$ cat src/rtl/irq_gateway.sv
// Interrupt gateway: edge/level capture, pending/enable registers,
// and the claim/complete handshake with the core.
module irq_gateway #(
  parameter int NSRC = 8
) (
  input  logic            clk,
  input  logic            rst,
  input  logic [NSRC-1:0] src_irq,
  input  logic            cfg_we,
  input  logic [1:0]      cfg_addr,
  input  logic [NSRC-1:0] cfg_wdata,
  output logic [NSRC-1:0] cfg_rdata,
  input  logic            claim_req,
  output logic            claim_vld,
  output logic [3:0]      claim_id,
  input  logic            complete_vld,
  input  logic [3:0]      complete_id,
  output logic            external_interrupt,
  input  logic            core_wfi,
  output logic            wakeup,
  output logic            cpl_err
);

  typedef enum logic [1:0] {
    IDLE,
    ASSERT,
    SERVICE
  } state_t;

  state_t state_q, state_d;

  logic [NSRC-1:0] enable_q;
  logic [NSRC-1:0] edge_q;
  logic [NSRC-1:0] pend_q, pend_d;
  logic [NSRC-1:0] src_q;
  logic            replay_q, replay_d;
  logic [3:0]      isid_q, isid_d;
  logic            wake_q;

  logic [NSRC-1:0] act;
  logic [NSRC-1:0] rise;
  logic [NSRC-1:0] w1c;
  logic [NSRC-1:0] svc_mask;
  logic [NSRC-1:0] pick;
  logic [3:0]      pick_id;
  logic            claim_fire;
  logic            cpl_ok;

  assign act  = pend_q & enable_q;
  assign rise = src_irq & ~src_q;
  assign w1c  = (cfg_we && cfg_addr == 2'd2)
              ? (cfg_wdata & edge_q) : '0;

  // Scan high to low so the lowest index wins.
  always_comb begin
    pick    = '0;
    pick_id = '0;
    for (int i = NSRC - 1; i >= 0; i--) begin
      if (act[i]) begin
        pick    = '0;
        pick[i] = 1'b1;
        pick_id = 4'(i + 1);
      end
    end
  end

  always_comb begin
    svc_mask = '0;
    for (int i = 0; i < NSRC; i++) begin
      svc_mask[i] = (isid_q == 4'(i + 1));
    end
  end

  always_comb begin
    state_d    = state_q;
    isid_d     = isid_q;
    claim_fire = 1'b0;
    cpl_ok     = 1'b0;
    case (state_q)
      IDLE: begin
        if (|act) state_d = ASSERT;
      end
      ASSERT: begin
        if (!(|act)) begin
          state_d = IDLE;
        end else if (claim_req) begin
          claim_fire = 1'b1;
          state_d    = SERVICE;
          isid_d     = pick_id;
        end
      end
      SERVICE: begin
        if (complete_vld && complete_id == isid_q) begin
          cpl_ok  = 1'b1;
          state_d = IDLE;
          isid_d  = '0;
        end
      end
      default: state_d = IDLE;
    endcase
  end

  // The in-service bit stays blocked; edges meanwhile go to replay.
  always_comb begin
    pend_d   = pend_q;
    replay_d = cpl_ok ? 1'b0 : replay_q;
    for (int i = 0; i < NSRC; i++) begin
      if (edge_q[i]) begin
        pend_d[i] = (pend_q[i] & ~w1c[i]) | rise[i];
      end else begin
        pend_d[i] = src_irq[i];
      end
      if (svc_mask[i]) begin
        if (cpl_ok) begin
          pend_d[i] = pend_d[i] | replay_q;
        end else begin
          pend_d[i] = 1'b0;
          if (edge_q[i] && rise[i]) replay_d = 1'b1;
        end
      end
      if (claim_fire && pick[i]) begin
        pend_d[i] = 1'b0;
        replay_d  = edge_q[i] & rise[i];
      end
    end
  end

  always_ff @(posedge clk) begin
    if (rst) begin
      state_q  <= IDLE;
      enable_q <= '0;
      edge_q   <= '0;
      pend_q   <= '0;
      src_q    <= '0;
      replay_q <= 1'b0;
      isid_q   <= '0;
      wake_q   <= 1'b0;
    end else begin
      state_q  <= state_d;
      pend_q   <= pend_d;
      src_q    <= src_irq;
      replay_q <= replay_d;
      isid_q   <= isid_d;
      wake_q   <= core_wfi & (|act);
      if (cfg_we) begin
        unique case (1'b1)
          (cfg_addr == 2'd0): enable_q <= cfg_wdata;
          (cfg_addr == 2'd1): edge_q   <= cfg_wdata;
          default: ;
        endcase
      end
    end
  end

  always_comb begin
    cfg_rdata = '0;
    case (cfg_addr)
      2'd0:    cfg_rdata = enable_q;
      2'd1:    cfg_rdata = edge_q;
      2'd2:    cfg_rdata = pend_q;
      default: cfg_rdata = NSRC'(isid_q);
    endcase
  end

  assign external_interrupt = ~rst & (state_q == ASSERT);
  assign claim_vld          = ~rst & claim_req;
  assign claim_id           = (~rst & claim_fire) ? pick_id : 4'd0;
  assign cpl_err            = ~rst & complete_vld & ~cpl_ok;
  assign wakeup             = ~rst & wake_q;

endmodule
$ cat config.mk
export PLATFORM = sky130hd
export DESIGN_NAME = irq_gateway
export DESIGN_NICKNAME = d
export VERILOG_FILES = /design/src/rtl/irq_gateway.sv
export SDC_FILE = /design/constraint.sdc
export NUM_CORES = 1
export LEC_CHECK = 0
export BUFFER_PORTS_ARGS = -buffer_cell sky130_fd_sc_hd__clkbuf_2
export CAP_MARGIN = 20
export CORE_UTILIZATION = 55
export CTS_CLUSTER_SIZE = 30
export DETAILED_ROUTE_END_ITERATION = 12
export HOLD_SLACK_MARGIN = 0.08
export PLACE_DENSITY = 0.88
export SETUP_SLACK_MARGIN = 0.4
export SYNTH_ARGS = -nofsm -noshare
export SYNTH_HDL_FRONTEND = slang
export SYNTH_SLANG_ARGS = --single-unit
$ cat constraint.sdc
create_clock -name clk -period 2.1 [get_ports clk]
set_input_delay 0.21 -clock clk [delete_from_list [all_inputs] [get_ports clk]]
set_output_delay 0.21 -clock clk [all_outputs]
set_load 0.1 [all_outputs]
-- Word level (Yosys, flattened, before mapping)
Index checks and enable logic that the tools add are counted.
W data, S select, Z words.
- bits of input ports: 28
- output and inout port bits: 16
- word-level logic and storage cells: 210
- flip-flop bits (word level): 40
- eq/ne operators: 18
- reductions and logical operators: 34
- bitwise logic cells: 53
- multiplexer cells: 90
- operator list (kind ; count):
    $mux W8 ; 9
    $mux W1 ; 62
    $mux W4 ; 12
    $and A8 B8 Y8 ; 3
    $pmux W8 S3 ; 1
    $and A1 B1 Y1 ; 23
    $logic_and A1 B1 Y1 ; 18
    $eq A4 B3 Y1 const B ; 4
    $or A1 B1 Y1 ; 16
    $reduce_or A2 Y1 ; 8
    $not A1 Y1 ; 10
    $eq A4 B2 Y1 const B ; 2
    $mux W2 ; 4
    $ne A2 B2 Y1 const B ; 4
    $not A8 Y8 ; 1
    $pmux W4 S2 ; 1
    $reduce_or A8 Y1 ; 1
    $pmux W2 S3 ; 1
    $eq A2 B1 Y1 const B ; 2
    $eq A2 B2 Y1 const B ; 2
    $eq A4 B1 Y1 const B ; 1
    $eq A4 B4 Y1 ; 1
    $eq A4 B4 Y1 const B ; 1
    $logic_not A2 Y1 ; 2
    5 further kinds ; 6

-- Longest topological paths before layout
- depth after elaboration: 39
- mapped depth: 9
- gate-level depth less buffers: 7

-- Worst setup path before layout
No wires, ideal clock.
- kind: reg-to-output
- start: reg isid_q[3]
- end: out cpl_err
- data arrival time: 2.949 ns
- required time: 1.890 ns
- path buffers: 2
- setup slack: -1.059 ns
- cell stages (with the launch flop): 7
- path through: dfxtp_1 buf_4 xor2_1 nor3_2 and3_1 buf_6 nor3_1
- cells in the longest elaborated chain, start to end: 6
- ends and longest elaborated chain (what ; RTL line ; RTL):
    from (decl) ; 37 ; logic [3:0] isid_q, isid_d;
    from (signal assigned) ; 143 ; isid_q <= isid_d;
    $eq A4 B4 Y1 ; 93 ; if (complete_vld && complete_id == isid_q) begin
    $logic_and A1 B1 Y1 ; 93 ;
    $mux W1 ; 93 ;
    $mux W1 ; 79 ; case (state_q)
    $not A1 Y1 ; 168 ; assign cpl_err = ~rst & complete_vld & ~cpl_ok;
    $and A1 B1 Y1 ; 168 ;
    to (decl) ; 21 ; output logic cpl_err
Every way passes these cells.

-- Worst setup path after layout
- start: reg state_q[0]
- end: reg replay_q
- cells in the longest elaborated chain, start to end: 35
- elaborated cells between the ends (all ways): 45
- classes of those cells: 2 x eq/ne; 35 x mux; 8 x reduce/logical
- ends and longest elaborated chain (what ; RTL line ; RTL):
    from (decl) ; 30 ; state_t state_q, state_d;
    from (signal assigned) ; 139 ; state_q <= state_d;
    $eq A2 B2 Y1 ; 79 ;
    $mux W1 ; 79 ;
    $mux W1 ; 106 ; replay_d = cpl_ok ? 1'b0 : replay_q;
    $mux W1 ; 118 ; if (edge_q[i] && rise[i]) replay_d = 1'b1;
    $mux W1 ; 114 ; if (cpl_ok) begin
    $mux W1 ; 113 ; if (svc_mask[i]) begin
    $mux W1 ; 121 ; if (claim_fire && pick[i]) begin
    $mux W1 ; 118 ;
    [19 not listed] ; - ;
    $mux W1 ; 118 ;
    $mux W1 ; 114 ;
    $mux W1 ; 113 ;
    $mux W1 ; 121 ;
    $mux W1 ; 118 ;
    $mux W1 ; 114 ;
    $mux W1 ; 113 ;
    $mux W1 (*) ; 121 ;
    to (signal assigned) ; 142 ; replay_q <= replay_d;
    to (decl) ; 36 ; logic replay_q, replay_d;
Mark *: on every way between the ends. The rest lies on a longest branch, timed or not.
A chain may end at the register's enable or synchronous reset.

==> impl_metrics.ini <==
[run_status]
outcome = finished clean

[placement]
placed_area_mm2 = 0.00283
gp_congestion = 0.994
hpwl_um = 5000
portBuffers = 43
detailedPlace.worstSlack_ns = 0.123

[global_routing]
met2_usage_pct = 66.3
track_usage_pct = 37.0
top_usage_layer = met2
grt_max_degree = 18
use_met3_pct = 7.71
first_global_vias = 2488
grt_pass1_wl_um = 11900
antenna_found_initial = 0
gr-total-overflow = 0
use_met1_pct = 40.4

[cts]
h-tree-depth = 2
clock-sinks = 40
clock_path_buffers = 2
hold_buffers = 0
cts-root-buf = clkbuf_8
clock_latency_ns = 0.30
cts_tree = done
cts_made_buffers = 5
path_clk_slew_ns = 0.08

[critical_path]
crit_path_frequent_cell = buf_4
worstPathArrival_ns = 2.25
crit_path_start_kind = flip-flop
crit_fanout = 5
path_cells = and3b_2 > buf_4 > buf_6 > buf_4 > o21ai_0 > a21oi_1 > o32ai_1 > a211oi_1 > o211ai_1 > a41o_1
critPathMaxStageDelay_ns = 0.35
cp.required_ns = 2.35
slowest_stage = dfxtp_2
critPathKind = reg2reg
cp-end-kind = flip-flop

[pwr]
swShare_pct = 30.6
power_switching_mw = 0.518
pwr-share-comb_pct = 20.0
vdd.ir_drop.worst_mv = 0.410
sequentialPowerShare_pct = 48.0
powerDensity_mw_per_mm2 = 496
clkPwrFrac_pct = 31.9
p_leak_nw = 1.39
cellInternalPower_mw = 1.18

[final_layout]
n_antenna_cell = 0
fillers = 248
register_area_um2 = 828
final_core_util_pct = 84.9
area_growth_pct = 47.6
drive_above_1_share_pct = 44.6
multi_input_area_mm2 = 0.00166
nets = 386
final_cell_area_mm2 = 0.00342

[synthesis]
ys_seq_area_share_pct = 34.6
ys_types = 51
synth-async-reset-ratio_pct = 0
syn_inst = 282
syn_avg_cell_area_um2 = 8.21
syn_nets = 310
syn_area_mm2 = 0.00232
synth_edf_count = 0
ys_warn_count = 0
synth_seq_cells = 40
ys.flop_type = dfxtp_1

[timing]
skew_ns = 0.00963
report.final.hold_viol_count = 0
maxSlewHeadroom_pct = 63.9
setup_viol = 0
tightest_slew_ns = 0.543
fin_crit_ns = 2.00
whs_ns = 0.153
fmax_mhz = 500
rsz0062_at_grt = yes
setup_slack_ns = 0.0985
maxSlewViolCount = 0
fin_crit_sh_pct = 95.3

[floorplanning]
die_y_um = 66.9
die_x_um = 66.9
top_level_ports = 44
row_count = 23
die_area_mm2 = 0.00447
initial_core_util_pct = 57.5
core_mm2 = 0.00403

[routing]
dr.first_iter.drc_count = 318
vias = 2681
wl_per_cell_um = 21.0
drt-total-wl_um = 8580
route.detailed.drc = 0
dr.pass1.iters = 5
antenna_left = 0
vias_per_cell = 6.56

[flow_run]
max_cap_viol_count = 0

[min_path]
hp-class = in2reg
==> per-stage QoR <==
| stage | power, mW | instances | TNS, ns |
|---|---|---|---|
| after floorplan | 1.02 | 282 | 0 |
| after global placement | 1.11 | 373 | 0 |
| after detailed placement | 1.12 | 373 | 0 |
| after CTS | 1.67 | 401 | 0 |
| after global routing | 1.75 | 409 | -0.0888 |
| final | 1.70 | 409 | 0 |
==> placed cells by master (no fill, tap or decap), types with 5 or more instances in the layout <==
cell type,synthesis,final
clkbuf_8,0,6
buf_12,0,11
buf_6,3,5
nand3_1,12,10
a21oi_1,22,20
clkbuf_2,0,29
nor2_1,20,16
dfxtp_1,40,24
nor3b_1,7,5
a221oi_1,5,5
nand2_1,51,44
dfxtp_2,0,13
mux2i_1,13,13
buf_4,1,37
nor2b_1,15,14
==> timing repair <==
item	CTS	global route
setup endpoints to repair	19	14
buffers inserted	20	8
pin swaps	11	7
resized for setup	60	12
==> final cells by class <==
cell class	count	share of cell area (%)
inverter	4	0.439
clock inverter	2	0.293
clock buffer	6	2.41
multi-input combinational	221	48.4
tap	50	1.83
timing repair buffer	86	22.4
sequential	40	24.2
==> synthesized netlist by cell type, drive strengths merged, types with 4 or more instances <==
| library cell | n | area (µm²) |
|---|---|---|
| nand2 | 51 | 191 |
| dfxtp | 40 | 801 |
| a21oi | 22 | 110 |
| nor2 | 20 | 75.1 |
| nor2b | 15 | 93.8 |
| mux2i | 13 | 130 |
| nand3 | 12 | 60.1 |
| nor3 | 10 | 60.1 |
| clkbuf | 9 | 33.8 |
| buf | 8 | 58.8 |
| nor3b | 8 | 65.1 |
| o21ai | 8 | 43.8 |
| a221oi | 5 | 43.8 |
| a2111oi | 4 | 41.3 |
| a211oi | 4 | 30.0 |
| inv | 4 | 15.0 |
| mux4 | 4 | 93.8 |
==> per-layer routing <==
layer,wire length (µm),share of wire [%]
met1,3150,37
met2,4270,50
met3,726,8.5
met4,429,5.0
met5,0,0
==> power groups by stage <==
stage | combinational [mW] | sequential (mW) | clock, mW
3_5_place_dp | 0.287 | 0.830 | 0
6_report | 0.340 | 0.815 | 0.541
4_1_cts | 0.318 | 0.811 | 0.544
5_1_grt | 0.356 | 0.817 | 0.579
2_1_floorplan | 0.197 | 0.823 | 0
3_3_place_gp | 0.283 | 0.828 | 0
==> cell families after synthesis <==
kind of cell	after synthesis	share of synthesized area, %
simple gates	137	30.6
compound gates	64	19.4
flops	40	34.6
buf+inv	21	4.65
mux	17	9.67
xor+xnor	3	1.13
==> path summary, 6_finish.rpt <==
| kind | to | startpoint | slack (ns) | depth (start not counted) |
|---|---|---|---|---|
| max | replay_q$_SDFF_PP0_ | state_q[0]$_SDFFE_PP0P_ | 0.1 | 10 |
| min | src_q[1]$_SDFF_PP0_ | src_irq[1] | 0.15 | 2 |
| max reg2reg | replay_q$_SDFF_PP0_ | state_q[0]$_SDFFE_PP0P_ | 0.1 | 10 |
| min reg2reg | edge_q[3]$_SDFFE_PP0P_ | edge_q[3]$_SDFFE_PP0P_ | 0.52 | 2 |
==> registers in the layout, summed over array words and instances (netlist names) <==
name and cells:
edge_q 8, isid_q 4, pend_q 8, enable_q 8
src_q 8, replay_q 1, state_q 2, wake_q 1
==> critical path: cells and delay by family, from the launching register on <==
kind	cells	cell delay (ns)
AO/OA/AOI/OAI	6	0.96
buffers and inverters	3	0.40
flip-flops	1	0.35
AND/OR/NAND/NOR	1	0.24
Power figures use the tool's default switching activity.
